$ cat src/rtl/vend_pkg.sv
// Shared definitions for the candy vending machine.
// Holds the payout FSM state encoding, the change-command widths, the
// default hopper timing, and the coin codes used by the vending controller.
package vend_pkg;

  // Change command: count of 1-unit coins plus a single 5-unit coin flag.
  localparam int BEG_W = 3;

  // Default hopper timing, in clk cycles.
  localparam int PULSE_CYCLES_DEF = 4;
  localparam int ACK_TIMEOUT_DEF  = 255;

  // Coin values and the codes the vending controller reports for inserted coins.
  localparam int BEG_VALUE  = 1;
  localparam int OBEG_VALUE = 5;

  typedef enum logic [1:0] {
    COIN_NONE = 2'd0,
    COIN_BEG  = 2'd1,
    COIN_OBEG = 2'd2
  } coin_t;

  // Change-payout FSM states.
  typedef enum logic [2:0] {
    IDLE       = 3'd0,
    OBEG_EJECT = 3'd1,
    OBEG_WAIT  = 3'd2,
    BEG_EJECT  = 3'd3,
    BEG_WAIT   = 3'd4,
    DONE       = 3'd5,
    FAULT      = 3'd6
  } payout_state_t;

  // A command is a request whenever it asks for at least one coin.
  function automatic logic change_req(input logic [BEG_W-1:0] beg, input logic obeg);
    return (beg != '0) | obeg;
  endfunction

endpackage

$ cat src/rtl/change_payout_sync_edge.sv
// sync_edge: brings an asynchronous level into the clk domain through two
// flops and flags its rising edge using a third history flop.
// Ports:
//   clk, reset (async, active-high)
//   raw  - asynchronous level input
//   rise - one-cycle pulse, high while the synchronized level has just risen
module sync_edge (
  input  logic clk,
  input  logic reset,
  input  logic raw,
  output logic rise
);

  logic sync_p0;
  logic sync_p1;
  logic hist_p2;

  always_ff @(posedge clk or posedge reset) begin
    if (reset) begin
      sync_p0 <= 1'b0;
      sync_p1 <= 1'b0;
      hist_p2 <= 1'b0;
    end else begin
      // stage 0/1: metastability filter; stage 2: previous synchronized level
      sync_p0 <= raw;
      sync_p1 <= sync_p0;
      hist_p2 <= sync_p1;
    end
  end

  assign rise = sync_p1 & ~hist_p2;

endmodule

$ cat src/rtl/change_payout.sv
// change_payout: turns a change command (beg coin count + obeg flag) into
// individual eject pulses for the two coin hoppers. The obeg coin is always
// paid first. Each drop must be confirmed by the hopper sensor; a missing
// confirmation parks the FSM in FAULT until reset.
// Ports:
//   clk, reset (async, active-high)
//   change_beg[2:0], change_obeg   - change command from the vending controller
//   beg_sensed, obeg_sensed        - raw asynchronous hopper drop sensors
//   beg_eject, obeg_eject          - hopper eject pulses
//   busy, done, fault, overrun     - status (fault/overrun sticky)
//   beg_left[2:0], obeg_left       - coins still to pay
module change_payout
  import vend_pkg::*;
#(
  parameter int PULSE_CYCLES = PULSE_CYCLES_DEF,
  parameter int ACK_TIMEOUT  = ACK_TIMEOUT_DEF
) (
  input  logic             clk,
  input  logic             reset,
  input  logic [BEG_W-1:0] change_beg,
  input  logic             change_obeg,
  input  logic             beg_sensed,
  input  logic             obeg_sensed,
  output logic             beg_eject,
  output logic             obeg_eject,
  output logic             busy,
  output logic             done,
  output logic             fault,
  output logic             overrun,
  output logic [BEG_W-1:0] beg_left,
  output logic             obeg_left
);

  localparam int PCNT_W = (PULSE_CYCLES > 1) ? $clog2(PULSE_CYCLES) : 1;
  localparam int WCNT_W = (ACK_TIMEOUT  > 1) ? $clog2(ACK_TIMEOUT)  : 1;
  localparam logic [PCNT_W-1:0] PCNT_LAST = PCNT_W'(PULSE_CYCLES - 1);
  localparam logic [WCNT_W-1:0] WCNT_LAST = WCNT_W'(ACK_TIMEOUT - 1);

  payout_state_t     state, state_nxt;
  logic [PCNT_W-1:0] pcnt, pcnt_nxt;
  logic [WCNT_W-1:0] wcnt, wcnt_nxt;
  logic [BEG_W-1:0]  beg_left_nxt;
  logic              obeg_left_nxt;
  logic              req, req_d, req_rise;
  logic              beg_rise, obeg_rise;

  sync_edge u_beg_sync (
    .clk   (clk),
    .reset (reset),
    .raw   (beg_sensed),
    .rise  (beg_rise)
  );

  sync_edge u_obeg_sync (
    .clk   (clk),
    .reset (reset),
    .raw   (obeg_sensed),
    .rise  (obeg_rise)
  );

  assign req      = change_req(change_beg, change_obeg);
  assign req_rise = req & ~req_d;

  always_comb begin
    state_nxt     = state;
    pcnt_nxt      = pcnt;
    wcnt_nxt      = wcnt;
    beg_left_nxt  = beg_left;
    obeg_left_nxt = obeg_left;
    case (state)
      IDLE: begin
        // Only a rising request loads, so a held command never repeats.
        if (req_rise) begin
          beg_left_nxt  = change_beg;
          obeg_left_nxt = change_obeg;
          pcnt_nxt      = '0;
          state_nxt     = change_obeg ? OBEG_EJECT : BEG_EJECT;
        end
      end
      OBEG_EJECT, BEG_EJECT: begin
        if (pcnt == PCNT_LAST) begin
          pcnt_nxt  = '0;
          wcnt_nxt  = '0;
          state_nxt = (state == OBEG_EJECT) ? OBEG_WAIT : BEG_WAIT;
        end else begin
          pcnt_nxt = pcnt + PCNT_W'(1);
        end
      end
      OBEG_WAIT: begin
        // A drop confirmation takes priority over a timeout on the same edge.
        if (obeg_rise) begin
          obeg_left_nxt = 1'b0;
          pcnt_nxt      = '0;
          state_nxt     = (beg_left != '0) ? BEG_EJECT : DONE;
        end else if (wcnt == WCNT_LAST) begin
          state_nxt = FAULT;
        end else begin
          wcnt_nxt = wcnt + WCNT_W'(1);
        end
      end
      BEG_WAIT: begin
        if (beg_rise) begin
          beg_left_nxt = beg_left - BEG_W'(1);
          pcnt_nxt     = '0;
          state_nxt    = (beg_left_nxt != '0) ? BEG_EJECT : DONE;
        end else if (wcnt == WCNT_LAST) begin
          state_nxt = FAULT;
        end else begin
          wcnt_nxt = wcnt + WCNT_W'(1);
        end
      end
      DONE:    state_nxt = IDLE;
      FAULT:   state_nxt = FAULT;
      default: state_nxt = IDLE;
    endcase
  end

  always_ff @(posedge clk or posedge reset) begin
    if (reset) begin
      state     <= IDLE;
      pcnt      <= '0;
      wcnt      <= '0;
      beg_left  <= '0;
      obeg_left <= 1'b0;
      req_d     <= 1'b0;
      overrun   <= 1'b0;
    end else begin
      state     <= state_nxt;
      pcnt      <= pcnt_nxt;
      wcnt      <= wcnt_nxt;
      beg_left  <= beg_left_nxt;
      obeg_left <= obeg_left_nxt;
      req_d     <= req;
      if (req_rise && (state != IDLE)) overrun <= 1'b1;
    end
  end

  // Outputs decode the state register only, so the async reset drops the
  // ejects immediately and no output follows an input combinationally.
  assign obeg_eject = (state == OBEG_EJECT);
  assign beg_eject  = (state == BEG_EJECT);
  assign busy       = (state != IDLE);
  assign done       = (state == DONE);
  assign fault      = (state == FAULT);

endmodule

$ cat config.mk
export PLATFORM = sky130hd
export DESIGN_NAME = change_payout
export DESIGN_NICKNAME = d
export VERILOG_FILES = /design/src/rtl/vend_pkg.sv /design/src/rtl/change_payout_sync_edge.sv /design/src/rtl/change_payout.sv
export SDC_FILE = /design/constraint.sdc
export NUM_CORES = 1
export LEC_CHECK = 0
export ABC_AREA = 1
export BUFFER_PORTS_ARGS = -buffer_cell sky130_fd_sc_hd__buf_4
export CELL_PAD_IN_SITES_DETAIL_PLACEMENT = 0
export CELL_PAD_IN_SITES_GLOBAL_PLACEMENT = 2
export CORE_MARGIN = 3
export CORE_UTILIZATION = 30
export CTS_CLUSTER_DIAMETER = 120
export DETAILED_ROUTE_END_ITERATION = 16
export HOLD_SLACK_MARGIN = 0.03
export PLACE_DENSITY = 0.7
export SYNTH_ARGS = -nofsm -noshare
export SYNTH_HDL_FRONTEND = slang
export SYNTH_SLANG_ARGS = --single-unit
$ cat constraint.sdc
create_clock -name clk -period 3.7 [get_ports clk]
set_clock_uncertainty 0.1 [all_clocks]
set_input_delay 0.74 -clock clk [delete_from_list [all_inputs] [get_ports clk]]
set_output_delay 0.74 -clock clk [all_outputs]
set_load 0.02 [all_outputs]
# Word level (Yosys, flattened, before mapping)
# Cells that the tools add are included.
[totals]
output_inout_bits = 10
ff_bits = 25
elab_cells = 79
inputBits = 8
[op_classes]
bitwise_logic = 7
n_addsub = 3
eq_ne = 14
mux = 26
reduce_logical = 16
[op_table]
columns = ["operator", "count"]
rows = [
  ["$mux W8", 4],
  ["$mux W3", 10],
  ["$pmux W8 S3", 1],
  ["$pmux W3 S5", 1],
  ["$reduce_bool A3 Y1", 5],
  ["$ne A2 B2 Y1 const B", 6],
  ["$mux W2", 5],
  ["$eq A3 B3 Y1 const B", 3],
  ["$add A8 B1 Y8 const B", 1],
  ["$eq A8 B8 Y1 const B", 1],
  ["$pmux W2 S4", 1],
  ["$reduce_and A4 Y1", 2],
  ["$eq A3 B2 Y1 const B", 2],
  ["$pmux W3 S2", 1],
  ["$reduce_and A3 Y1", 2],
  ["$reduce_bool A2 Y1", 2],
  ["$reduce_bool A4 Y1", 1],
  ["$and A1 B1 Y1", 3],
  ["$eq A3 B1 Y1 const B", 1],
  ["$logic_not A3 Y1", 1],
  ["$not A1 Y1", 3],
  ["$sub A3 B1 Y3 const B", 1],
  ["$add A2 B1 Y2 const B", 1],
  ["$eq A2 B2 Y1 const B", 1],
  ["6 further kinds", 7],
]

# Depth between registers and ports, before layout
[logic_depth]
word_depth = 5
mapped_depth = 10

# By module
# Synthesis repeated with hierarchy kept, for this count alone.
[unflattened]
hier_cells = 212
hier_area_um2 = 1507.7
[by_module_without_submodules]
columns = ["module", "area_per_inst_um2", "cells_each", "n_inst"]
rows = [
  ["change_payout", 1330.0, 200, 1],
  ["sync_edge", 88.8, 6, 2],
]

# Least setup slack after synthesis
# No wires, ideal clock.
[synth_timing]
path_type = "register to output"
from = "reg state[0]"
to = "out done"
path_buffers = 0
path_slack_ns = 1.897
stages_incl_launch_ff = 3
t_arrival_ns = 0.963
path_cell_list = "dfrtp_1 -> inv_1 -> nor3_1"
[synth_via]
elab_chain_len = 1
[synth_rtl]
columns = ["item", "line", "source"]
rows = [
  ["start: declaration", "change_payout.sv:39", "payout_state_t state, state_nxt;"],
  ["start signal: assignment", "change_payout.sv:128", "state <= state_nxt;"],
  ["$eq A3 B3 Y1", "change_payout.sv:143", "assign done = (state == DONE);"],
  ["end: declaration", "change_payout.sv:27", "output logic done,"],
]
# No other way between the ends.

# Final worst setup path
[layout_timing]
from = "reg state[1]"
to = "out busy"
[layout_via]
elab_chain_len = 1
[layout_rtl]
columns = ["item", "line", "source"]
rows = [
  ["$reduce_bool A3 Y1", "change_payout.sv:142", "assign busy = (state != IDLE);"],
  ["end: declaration", "change_payout.sv:26", "output logic busy,"],
]
# No other way between the ends.

==> metrics <==
status finished clean; Clk Latency, worst-skew pair 0.27 ns; Seq cells post-synth 25; total negative slack 0 ns; Total GRT Usage 13.7%; number of antenna violations at the first check in global routing 0; Hold Path Depth 0; worst flop-to-flop path endpoint wcnt[2]$_DFFE_PP0P_; Overall Power 1.24 mW; commonest non-fill, non-tap cells in the layout nand2_1 (61), inv_1 (27), dfrtp_1 (25), nor2_1 (23), buf_4 (17); DR iter-0 viols 48; TritonCTS clock tree yes; worst reg2reg path depth 7; Rows 24; Internal 0.628 mW; Tightest Hold Check Type flip-flop to flip-flop; IO Port Bufs 17; Cell Area, Synth 0.00144 mm^2; vias in the first global route 1244; Final Hold Fails 0; Die Ht 75.4 um; wire length on met1 1660 um; crit path max fanout 7; via count 1253; post-cts resize count 0; share of cells above drive strength 1 15.7%; max-slew violation count 0; hold path endpoint u_beg_sync.sync_p1$_DFF_PP0_; max-cap violations 0; clock sink count 25; Pwr Density 741 mW/mm^2; nets@finish 232; Slew headroom 34.3%; WL final 3350 um; minimum clock period 2.23 ns; Placer Congestion 0.790; worst slew pin tran 0.985 ns; fin crit share 60.3%; most common library cell in the layout ignoring fill and taps nand2_1; synthesized net count 211; Top Metal Used met4; sequential-to-total area share from yosys stat 43.3%; CP startpoint state[1]$_DFFE_PP0P_; Post-CTS Setup Inserts 0; FMAX 448 MHz; worst path arrival time 1.39 ns; sequential share of power 32.8%; Post-Place Worst Slack 1.77 ns; Leakage 0.874 nW; TritonCTS Buffers 3; Die Width 75.4 um; I/O pins 18; Root Driver clkbuf_8; Post-CTS Hold Buffers 0; Critical Path RT 2.86 ns; switching part of the total 49.2%; Total Die Area 0.00568 mm^2; launch point of the worst reg-to-reg path state[1]$_DFFE_PP0P_; Layout area overhead 15.7%; filler cell count 496; Worst VDD drop 0.267 mV; WL/cell 12.5 um; cell count after synthesis 197; core area 0.00450 mm^2; First-pass DRT Iterations 4; wire length on met2 1550 um; global-route wire length before repair 5970 um; r2r setup slk 1.80 ns; unrepaired setup endpoints after global routing false; DRC 0; GRT overflow 0; Ys Warns 0; initial core utilization 32.1%; Detail Route Antenna Nets 0; largest net degree at the start of global routing 26; # setup viols final 0; wire length on met3 134 um; final worst setup slack 1.47 ns; Syn Area/Cell 7.33 um^2; post-layout util 37.1%; switching power of the nets 0.609 mW; Clock Pin Slew Worst Setup and Hold Paths 0.09 ns; hpwl dp 2650 um; Antenna Cells 0; clock share of power 13.2%; CP Class flip-flop to output pin; clock tree buffer depth 2; crit end category output pin; Vias/cell 4.66; hold path startpoint u_beg_sync.sync_p0$_DFF_PP0_; H-tree Lvls 1; combinational share of power 54.0%; type of origin of the critical path flip-flop; Netlist cell types 23
-- cells by family after synthesis --
logic type	synth area share, %
flip-flops	43.3
AND/OR/NAND/NOR	32.2
AO/OA/AOI/OAI	10.3
adder cells (fa/ha/maj)	5.20
XOR/XNOR	0.607
buffers and inverters	8.32
-- final cells by class --
cell class	count	area, um^2	area share (%)
multi-input cells	142	698	41.8
flip-flops and latches	25	626	37.5
repair buffers	17	128	7.64
inverters	29	109	6.52
well taps	52	65.1	3.90
clock buffers	4	45.0	2.70
-- metrics by stage --
| step | std cells | instance area [um^2] | hold slack, ns |
|---|---|---|---|
| 2_1_floorplan | 197 | 1440 | 0.231 |
| 3_3_place_gp | 265 | 1630 | 0.233 |
| 3_5_place_dp | 265 | 1630 | 0.237 |
| 4_1_cts | 269 | 1670 | 0.257 |
| 5_1_grt | 269 | 1670 | 0.274 |
| 6_report | 269 | 1670 | 0.254 |
-- synth_stat cells --
cell	n	share of area, %
nand2_1	61	16
inv_1	27	7.0
dfrtp_1	25	43
nor2_1	23	6.0
o21ai_0	13	4.5
nand3_1	11	3.8
ha_1	6	5.2
o21ai_2	5	3.0
a21oi_1	4	1.4
nor2_2	4	1.7
nand4_1	3	1.3
nor3_1	3	1.0
inv_2	2	0.52
a21boi_0	1	0.52
buf_6	1	0.78
nand2_2	1	0.43
nand2b_1	1	0.43
nand3_2	1	0.69
nor3b_1	1	0.52
o21ai_1	1	0.35
o21bai_1	1	0.52
or2_2	1	0.43
xnor2_1	1	0.61
-- power by group through the flow --
stage | Sequential (mW) | Combinational [mW] | Clock, mW
floorplan | 0.428 | 0.457 | 0
global placement | 0.410 | 0.676 | 0
detailed placement | 0.411 | 0.675 | 0
CTS | 0.406 | 0.678 | 0.171
global route | 0.420 | 0.762 | 0.186
finish | 0.405 | 0.669 | 0.163
-- sequential cells by signal (all words and copies together) (netlist names), 2 cells and up --
signal,count
beg_left,3
pcnt,2
state,3
wcnt,8
-- worst max path at each step --
stage	depth (start not counted)	slack [ns]	endpoint
floorplan	2	1.90	done
global placement	5	1.75	fault
detailed placement	3	1.77	busy
CTS	3	1.46	busy
global route	3	1.32	busy
finish	3	1.47	busy
-- worst max-delay path, cell delays in order (launching register included) --
cell	delay, ns
dfrtp_1	0.47
nor2_2	0.29
nand2_2	0.17
buf_4	0.20
-- routing by layer --
metal | GRT usage (%) | up-vias
met5 | 0 | -
met4 | 2.33 | 0
met3 | 2.77 | 2
met2 | 22.6 | 23
met1 | 18.9 | 569
li1 | - | 659
No activity file was read; power rests on OpenSTA's default activity.
